<file path="config.mk">
export PLATFORM = sky130hd
export DESIGN_NAME = fft_sdf_ctrl
export DESIGN_NICKNAME = d
export VERILOG_FILES = /design/src/rtl/fft_sdf_ctrl.sv
export SDC_FILE = /design/constraint.sdc
export NUM_CORES = 1
export LEC_CHECK = 0
export ABC_AREA = 1
export CORE_ASPECT_RATIO = 0.7
export CORE_UTILIZATION = 50
export CTS_CLUSTER_SIZE = 8
export DETAILED_ROUTE_END_ITERATION = 7
export GPL_TIMING_DRIVEN = 0
export PLACE_DENSITY = 0.72
export SLEW_MARGIN = 20
export SYNTH_ARGS = -nofsm -noshare
export SYNTH_HDL_FRONTEND = slang
export SYNTH_SLANG_ARGS = --single-unit
</file>
<file path="constraint.sdc">
create_clock -name clk -period 5.3 [get_ports clk]
set_input_delay 0.53 -clock clk [delete_from_list [all_inputs] [get_ports clk]]
set_output_delay 0.53 -clock clk [all_outputs]
set_load 0.01 [all_outputs]
</file>
<file path="src/rtl/fft_sdf_ctrl.sv">
// fft_sdf_ctrl: sequencer for a radix-2 SDF FFT chain, covering input handshake, stage control, flush and output framing.
module fft_sdf_ctrl #(
  parameter int N_POINTS = 16,
  parameter int PIPE_LAT = 15,
  localparam int LOG2N = $clog2(N_POINTS)
) (
  input  logic             clk,
  input  logic             rst,
  input  logic             in_valid,
  input  logic             in_sof,
  output logic             in_ready,
  input  logic             flush,
  output logic             bf_en,
  output logic [LOG2N-1:0] bf_ctrl,
  output logic [LOG2N-1:0] samp_idx,
  output logic             zero_in,
  output logic             out_valid,
  output logic             out_sof,
  output logic             out_eof,
  output logic [15:0]      frame_cnt,
  output logic             err_sof,
  output logic             busy
);
  localparam logic [1:0] IDLE = 2'd0, RUN = 2'd1, FLUSH = 2'd2;
  localparam int FW = $clog2(PIPE_LAT + 1);
  localparam logic [LOG2N-1:0] ONE = 1;
  logic [1:0] state;
  logic [LOG2N-1:0] cnt, out_idx;
  logic [FW-1:0] fcnt;
  logic [PIPE_LAT-1:0] tag, stag;
  logic flush_pend, wrap_flush, acc, mis, go, emit;
  // a pending flush at a frame boundary must not swallow a sample it would then abandon
  always_comb begin
    wrap_flush = state == RUN && flush_pend && cnt == '0;
    in_ready = !rst && state != FLUSH && !wrap_flush;
    zero_in = !rst && state == FLUSH;
    bf_en = !rst && (state == FLUSH || (in_valid && !wrap_flush && (state == RUN || in_sof)));
    acc = bf_en && state != FLUSH;
    mis = acc && state == RUN && in_sof && cnt != '0;
    go = state == RUN && (wrap_flush || (acc && (flush_pend || flush) && !in_sof && cnt == '1));
    emit = bf_en && tag[PIPE_LAT-1];
    busy = state != IDLE;
    samp_idx = cnt;
  end
  for (genvar i = 0; i < LOG2N; i++) begin : g_ctrl
    assign bf_ctrl[i] = cnt[LOG2N-1-i];
  end
  always_ff @(posedge clk or posedge rst) begin
    if (rst) begin
      state <= IDLE;
      cnt <= '0;
      fcnt <= '0;
      flush_pend <= 1'b0;
      tag <= '0;
      stag <= '0;
      out_idx <= '0;
      out_valid <= 1'b0;
      out_sof <= 1'b0;
      out_eof <= 1'b0;
      frame_cnt <= '0;
      err_sof <= 1'b0;
    end else begin
      if (state == IDLE && acc) state <= RUN;
      if (acc) cnt <= in_sof ? ONE : cnt + ONE;
      if (go) begin
        state <= FLUSH;
        flush_pend <= 1'b0;
        fcnt <= '0;
      end else if (state == RUN && flush) flush_pend <= 1'b1;
      if (state == FLUSH) begin
        fcnt <= fcnt + FW'(1);
        cnt <= fcnt == FW'(PIPE_LAT - 1) ? '0 : cnt + ONE;
        if (fcnt == FW'(PIPE_LAT - 1)) state <= IDLE;
      end
      err_sof <= err_sof | mis;
      if (bf_en) begin
        tag <= {tag[PIPE_LAT-2:0], acc};
        stag <= {stag[PIPE_LAT-2:0], mis};
      end
      out_valid <= emit;
      out_sof <= emit && (stag[PIPE_LAT-1] || out_idx == '0);
      out_eof <= emit && !stag[PIPE_LAT-1] && out_idx == '1;
      if (emit) out_idx <= stag[PIPE_LAT-1] ? ONE : out_idx + ONE;
      frame_cnt <= frame_cnt + 16'(emit && !stag[PIPE_LAT-1] && out_idx == '1);
    end
  end
endmodule
</file>
# [Word-level counts from Yosys, hierarchy flattened]
# Cells that the tools add are included.
[classes] n_reduce_logical=39 eq_ne=6 n_bitwise=1 n_addsub=4 n_mux=13
[op_table] operator="$mux W4" n=7
[op_table] operator="$logic_and A1 B1 Y1" n=22
[op_table] operator="$add A16 B1 Y16" n=1
[op_table] operator="$add A4 B1 Y4 const B" n=3
[op_table] operator="$eq A4 B4 Y1 const B" n=3
[op_table] operator="$logic_not A4 Y1" n=2
[op_table] operator="$mux W2" n=4
[op_table] operator="$reduce_bool A2 Y1" n=4
[op_table] operator="$logic_or A1 B1 Y1" n=5
[op_table] operator="$logic_not A1 Y1" n=4
[op_table] operator="$reduce_bool A4 Y1" n=1
[op_table] operator="$eq A2 B1 Y1 const B" n=1
[op_table] operator="$eq A2 B2 Y1 const B" n=1
[op_table] operator="$logic_not A2 Y1" n=1
[op_table] operator="$mux W1" n=2
[op_table] operator="$ne A2 B2 Y1 const B" n=1
[op_table] operator="$or A1 B1 Y1" n=1
[totals] wordCells=75 reg_bits=65

# [Longest topological paths before layout]
[depth] ltp_word=17 mapped_depth=16 depth_no_buf=16

# [Worst setup path before layout]
# OpenSTA, ideal clock, no wires.
[synth_path] kind="input-to-reg" startpoint="in rst" endpoint="reg frame_cnt[14]" path_stages=15 arrival_time_ps=2895 setup_slack_ps=2280 path_cell_list="inv_2 -> nand2_1 -> inv_1 -> nand2_2 -> inv_2 -> nand2_4 -> nand2_4 -> nand3_1 -> nor2_1 -> ha_1 -> ha_1 -> nand3_1 -> nor3_2 -> nand3_1 -> xnor2_1"
[synth_via] elab_chain_cells=6
[synth_rtl] item="from (decl)" line_no="8" text="input logic rst,"
[synth_rtl] item="$logic_not A1 Y1 (no source line)"
[synth_rtl] item="$logic_and A1 B1 Y1" line_no="37" text="bf_en = !rst && (state == FLUSH || (in_valid && !wrap_flush && (state == RUN || in_sof)));"
[synth_rtl] item="$logic_and A1 B1 Y1" line_no="41" text="emit = bf_en && tag[PIPE_LAT-1];"
[synth_rtl] item="$logic_and A1 B1 Y1 (2 in a row)" line_no="84" text="frame_cnt <= frame_cnt + 16'(emit && !stag[PIPE_LAT-1] && out_idx == '1);"
[synth_rtl] item="$add A16 B1 Y16" line_no="84"
[synth_rtl] item="to (signal assigned)" line_no="84"
[synth_rtl] item="to (decl)" line_no="20" text="output logic [15:0] frame_cnt,"
# No other way between the ends.
# A chain may end at the register's enable or synchronous reset.

# [Worst setup path in the final report]
[layout_path] startpoint="in rst" endpoint="out bf_en"
[layout_via] elab_chain_cells=2
[layout_rtl] item="$logic_not A1 Y1 (no source line)"
[layout_rtl] item="$logic_and A1 B1 Y1" line_no="37"
[layout_rtl] item="to (decl)" line_no="13" text="output logic bf_en,"
# No other way between the ends.

==> results summary <==
The count of fill cells added during filler insertion came out at 498. The top achievable clock speed came out at 312.7 MHz. The fraction of post-synthesis cell area in the top cell type by area is 0.5192. The critical path data required time came out at 4770 ps. The initialized floorplan defines 23 standard-cell rows. The final hold violation count came to 0. At the worst endpoint, the arrival time is 2670 ps.

For this run the aggregate overflow at the end of global routing stands at 0. The number of H-tree levels is 3. For this design the static power due to leakage is 1.981 nW. The class of the tightest hold or removal check is in -> async. The combined area of all synthesized cells came out at 3133 um^2. The post-route clock skew came out at 12.45 ps.

The maximum fanout encountered on the critical timing path is 57. The number of nets in the layout is 411. The setup path with the least slack is of type in -> out. The via count normalized by instance count is 5.042.

During synthesis, Yosys emitted a total of 0 warnings. Setup repair after global routing left no endpoint under its margin. The vias after detailed routing came out at 2410. For this run, the leading register cell type out of synthesis is sky130_fd_sc_hd__dfrtp_1.

The number of nets produced by synthesis is 363. The count of state elements after synthesis is 65. The peak supply drop is 0.2916 mV. The critical path endpoint category is an output pin. In this run the count of I/O pins placed on the die edge is 37. The utilization after layout is 0.6509.

The y dimension of the die is 68.23 um. In this run, post-CTS repair resized a total of 0 instances. Measured against its own limit, the worst slew margin works out to 0.7354. Sorting the synthesized cells by area gives the leading types as sky130_fd_sc_hd__dfrtp_1, sky130_fd_sc_hd__nand2_1, sky130_fd_sc_hd__nand3_1. The initial core utilization came out at 0.5337.

The number of setup violations in the final report is 0. The cell count after placement is 462. The maximum single-stage delay on the critical path is 550 ps.

The CTS tree is built. The clock transition at the registers of the reported paths is 70 ps. In the final routed layout, each cell accounts on average for 12.78 um. The number of remaining DRC errors came out at 0.

The number of antenna diodes in the final layout is 0. The most common cell in the synthesized netlist is sky130_fd_sc_hd__nand2_1. The kind of start point of the critical path is an input port. The post-route fraction of the period consumed by the critical path is 0.6034. The cell accounting for the most synthesized area is sky130_fd_sc_hd__dfrtp_1. After layout, the minimum clock period comes to 3198 ps. The tool flagged a number of max-cap violations equal to 0. The layout cell share with drive strength beyond 1 is 0.1414. The number of buffers added by the clock tree synthesis step is 9. Measured along the x axis, the die boundary spans 96.61 um. For the pin with the worst max-slew slack, the measured transition is 396.9 ps. In this run the power density over the cells is 451.2 nW/um^2. The count of distinct cell types in the synthesized netlist came out at 26. The commonest cells after synthesis are sky130_fd_sc_hd__nand2_1, sky130_fd_sc_hd__dfrtp_1, sky130_fd_sc_hd__nand3_1. The largest net degree at the start of global routing came out at 58.

The core footprint is 5871 um^2. The congestion estimate from routability-driven global placement came to 0.8083. The critical path goes through clkdlybuf4s50_1, inv_4, buf_16, nand2_1, inv_1, nand2_2, inv_2, nand2_4, nand2_4, buf_4, clkdlybuf4s50_1. The final wirelength came out at 6110 um.

The wire length of the first global-routing pass is 10510 um. The floorplan die area came out at 6592 um^2. The synthesized area per cell came out at 8.951 um^2. The sequential cell area is 1627 um^2. For this run, the register share of the synthesized area comes to 0.5192. The number of pins with negative max-slew slack in the final report is 0.

The layout overhead on the synthesized area is 21.96%. The total area of multi-input combinational cells is 1262 um^2. In the synthesized netlist, the number of instances is 350. The fraction of registers with async set or reset after synthesis came out at 1.000. The first routing iteration left 157 violations.

The clock latency on the worst-skew pair came out at 350 ps. The number of buffers inserted by post-CTS setup repair is 0. The residual antenna-violating net count after detailed routing came out at 0. Among cell families on the critical path, the largest total delay comes from buffers and inverters. The cell with the largest stage delay on the worst path is sky130_fd_sc_hd__clkdlybuf4s50_1. The via count of the first global-routing pass is 2339. The count of input and output buffers is 36.

The maximum buffer depth of the clock tree is 2. The initial antenna violation count was 0. The combined buffer and inverter count along the critical path is 7.

The run finished with clean final reports. Once detailed placement completed, the half-perimeter wirelength came to 4360 um. The clock net sink count is 65. The final non-filler cell total is 478. The number of hold buffers added after cts came out at 0. Summed over all failing endpoints, the final setup total negative slack is 0 ps.

The number of optimization iterations in the first detailed-route pass is 4. The total routing resource utilization after global routing came out at 0.2065. Counting flops with a built-in enable in the synthesized netlist gives 0.

The cell sitting at the root of the clock tree is a sky130_fd_sc_hd__clkbuf_8.
## worst register-to-register path, delay by kind of cell (launching register included)
kind | cells | cell delay, ps
simple gates | 9 | 1350
fa+ha+maj | 3 | 550
flops | 1 | 480
xor+xnor | 1 | 160
buf+inv | 2 | 150
## kinds of logic after synthesis
family,after synthesis,synth area share
AOI/OAI and AO/OA,14,0.02237
buffers and inverters,46,0.07787
and+or+nand+nor,203,0.3095
DFF,65,0.5192
adders and majority gates,8,0.03195
xor gates and xnor gates,14,0.03914
## sequential cells by signal, summed over array words and instances (netlist names)
register,flops
tag,15
out_valid,1
out_idx,4
out_eof,1
err_sof,1
out_sof,1
state,2
samp_idx,4
flush_pend,1
fcnt,4
frame_cnt,16
stag,15
## area by class of cell
class | count | area share
inverter | 32 | 0.03209
clock buffer | 10 | 0.03602
clock inverter | 6 | 0.01735
tap | 75 | 0.02456
timing repair buffer | 37 | 0.1015
sequential | 65 | 0.4257
multi-input combinational | 239 | 0.3304
buffer | 14 | 0.03242
## power by group
group / internal [mW] / switching, mW
clock network: 0.230 / 0.194
registers: 0.619 / 0.108
logic: 0.250 / 0.322
total: 1.10 / 0.624
## per-layer routing
layer | vias up | GRT usage | share of wire
met2 | 42 | 0.3204 | 0.44
met1 | 1147 | 0.2748 | 0.51
met5 | - | 0 | 0
met4 | 0 | 0.08769 | 0.010
met3 | 7 | 0.06129 | 0.036
li1 | 1214 | - | -
## placed cells by master, fill, tap and decap left out, types with 5 or more instances in the layout
master / n
sky130_fd_sc_hd__nand3_2: 11
sky130_fd_sc_hd__nand4_1: 10
sky130_fd_sc_hd__buf_4: 7
sky130_fd_sc_hd__clkdlybuf4s50_1: 36
sky130_fd_sc_hd__dfrtp_1: 65
sky130_fd_sc_hd__ha_1: 8
sky130_fd_sc_hd__xor2_1: 8
sky130_fd_sc_hd__o21ai_0: 10
sky130_fd_sc_hd__inv_2: 6
sky130_fd_sc_hd__nor2_1: 23
sky130_fd_sc_hd__nand2_1: 105
sky130_fd_sc_hd__nand2_4: 5
sky130_fd_sc_hd__nand3_1: 37
sky130_fd_sc_hd__xnor2_1: 6
sky130_fd_sc_hd__nor3_1: 5
sky130_fd_sc_hd__inv_1: 25
sky130_fd_sc_hd__clkbuf_8: 10
## path summary, 6_finish.rpt
| path | start | end | slack, ps | cells past startpoint |
|---|---|---|---|---|
| min in group clk | err_sof | err_sof | 470 | 2 |
| max in group asynchronous | rst | samp_idx[1] | 4330 | 3 |
| hold reg to reg | err_sof | err_sof | 470 | 2 |
| setup / recovery | rst | bf_en | 2100 | 11 |
| setup reg to reg | samp_idx[0] | frame_cnt[14] | 2480 | 15 |
| hold / removal | rst | state[1] | 470 | 2 |
## metrics by stage
step | power, mW | instance area, um^2 | hold slack, ps | worst slack [ps]
after floorplan | 1.113 | 3133 | 442.6 | 2280
after global placement | 1.282 | 3587 | 448.7 | 1196
after detailed placement | 1.311 | 3617 | 450.4 | 1740
after CTS | 1.740 | 3821 | 461.3 | 2051
after global routing | 1.846 | 3821 | 490.5 | 1795
final | 1.724 | 3821 | 471.1 | 2102
Power figures use the tool's default switching activity.
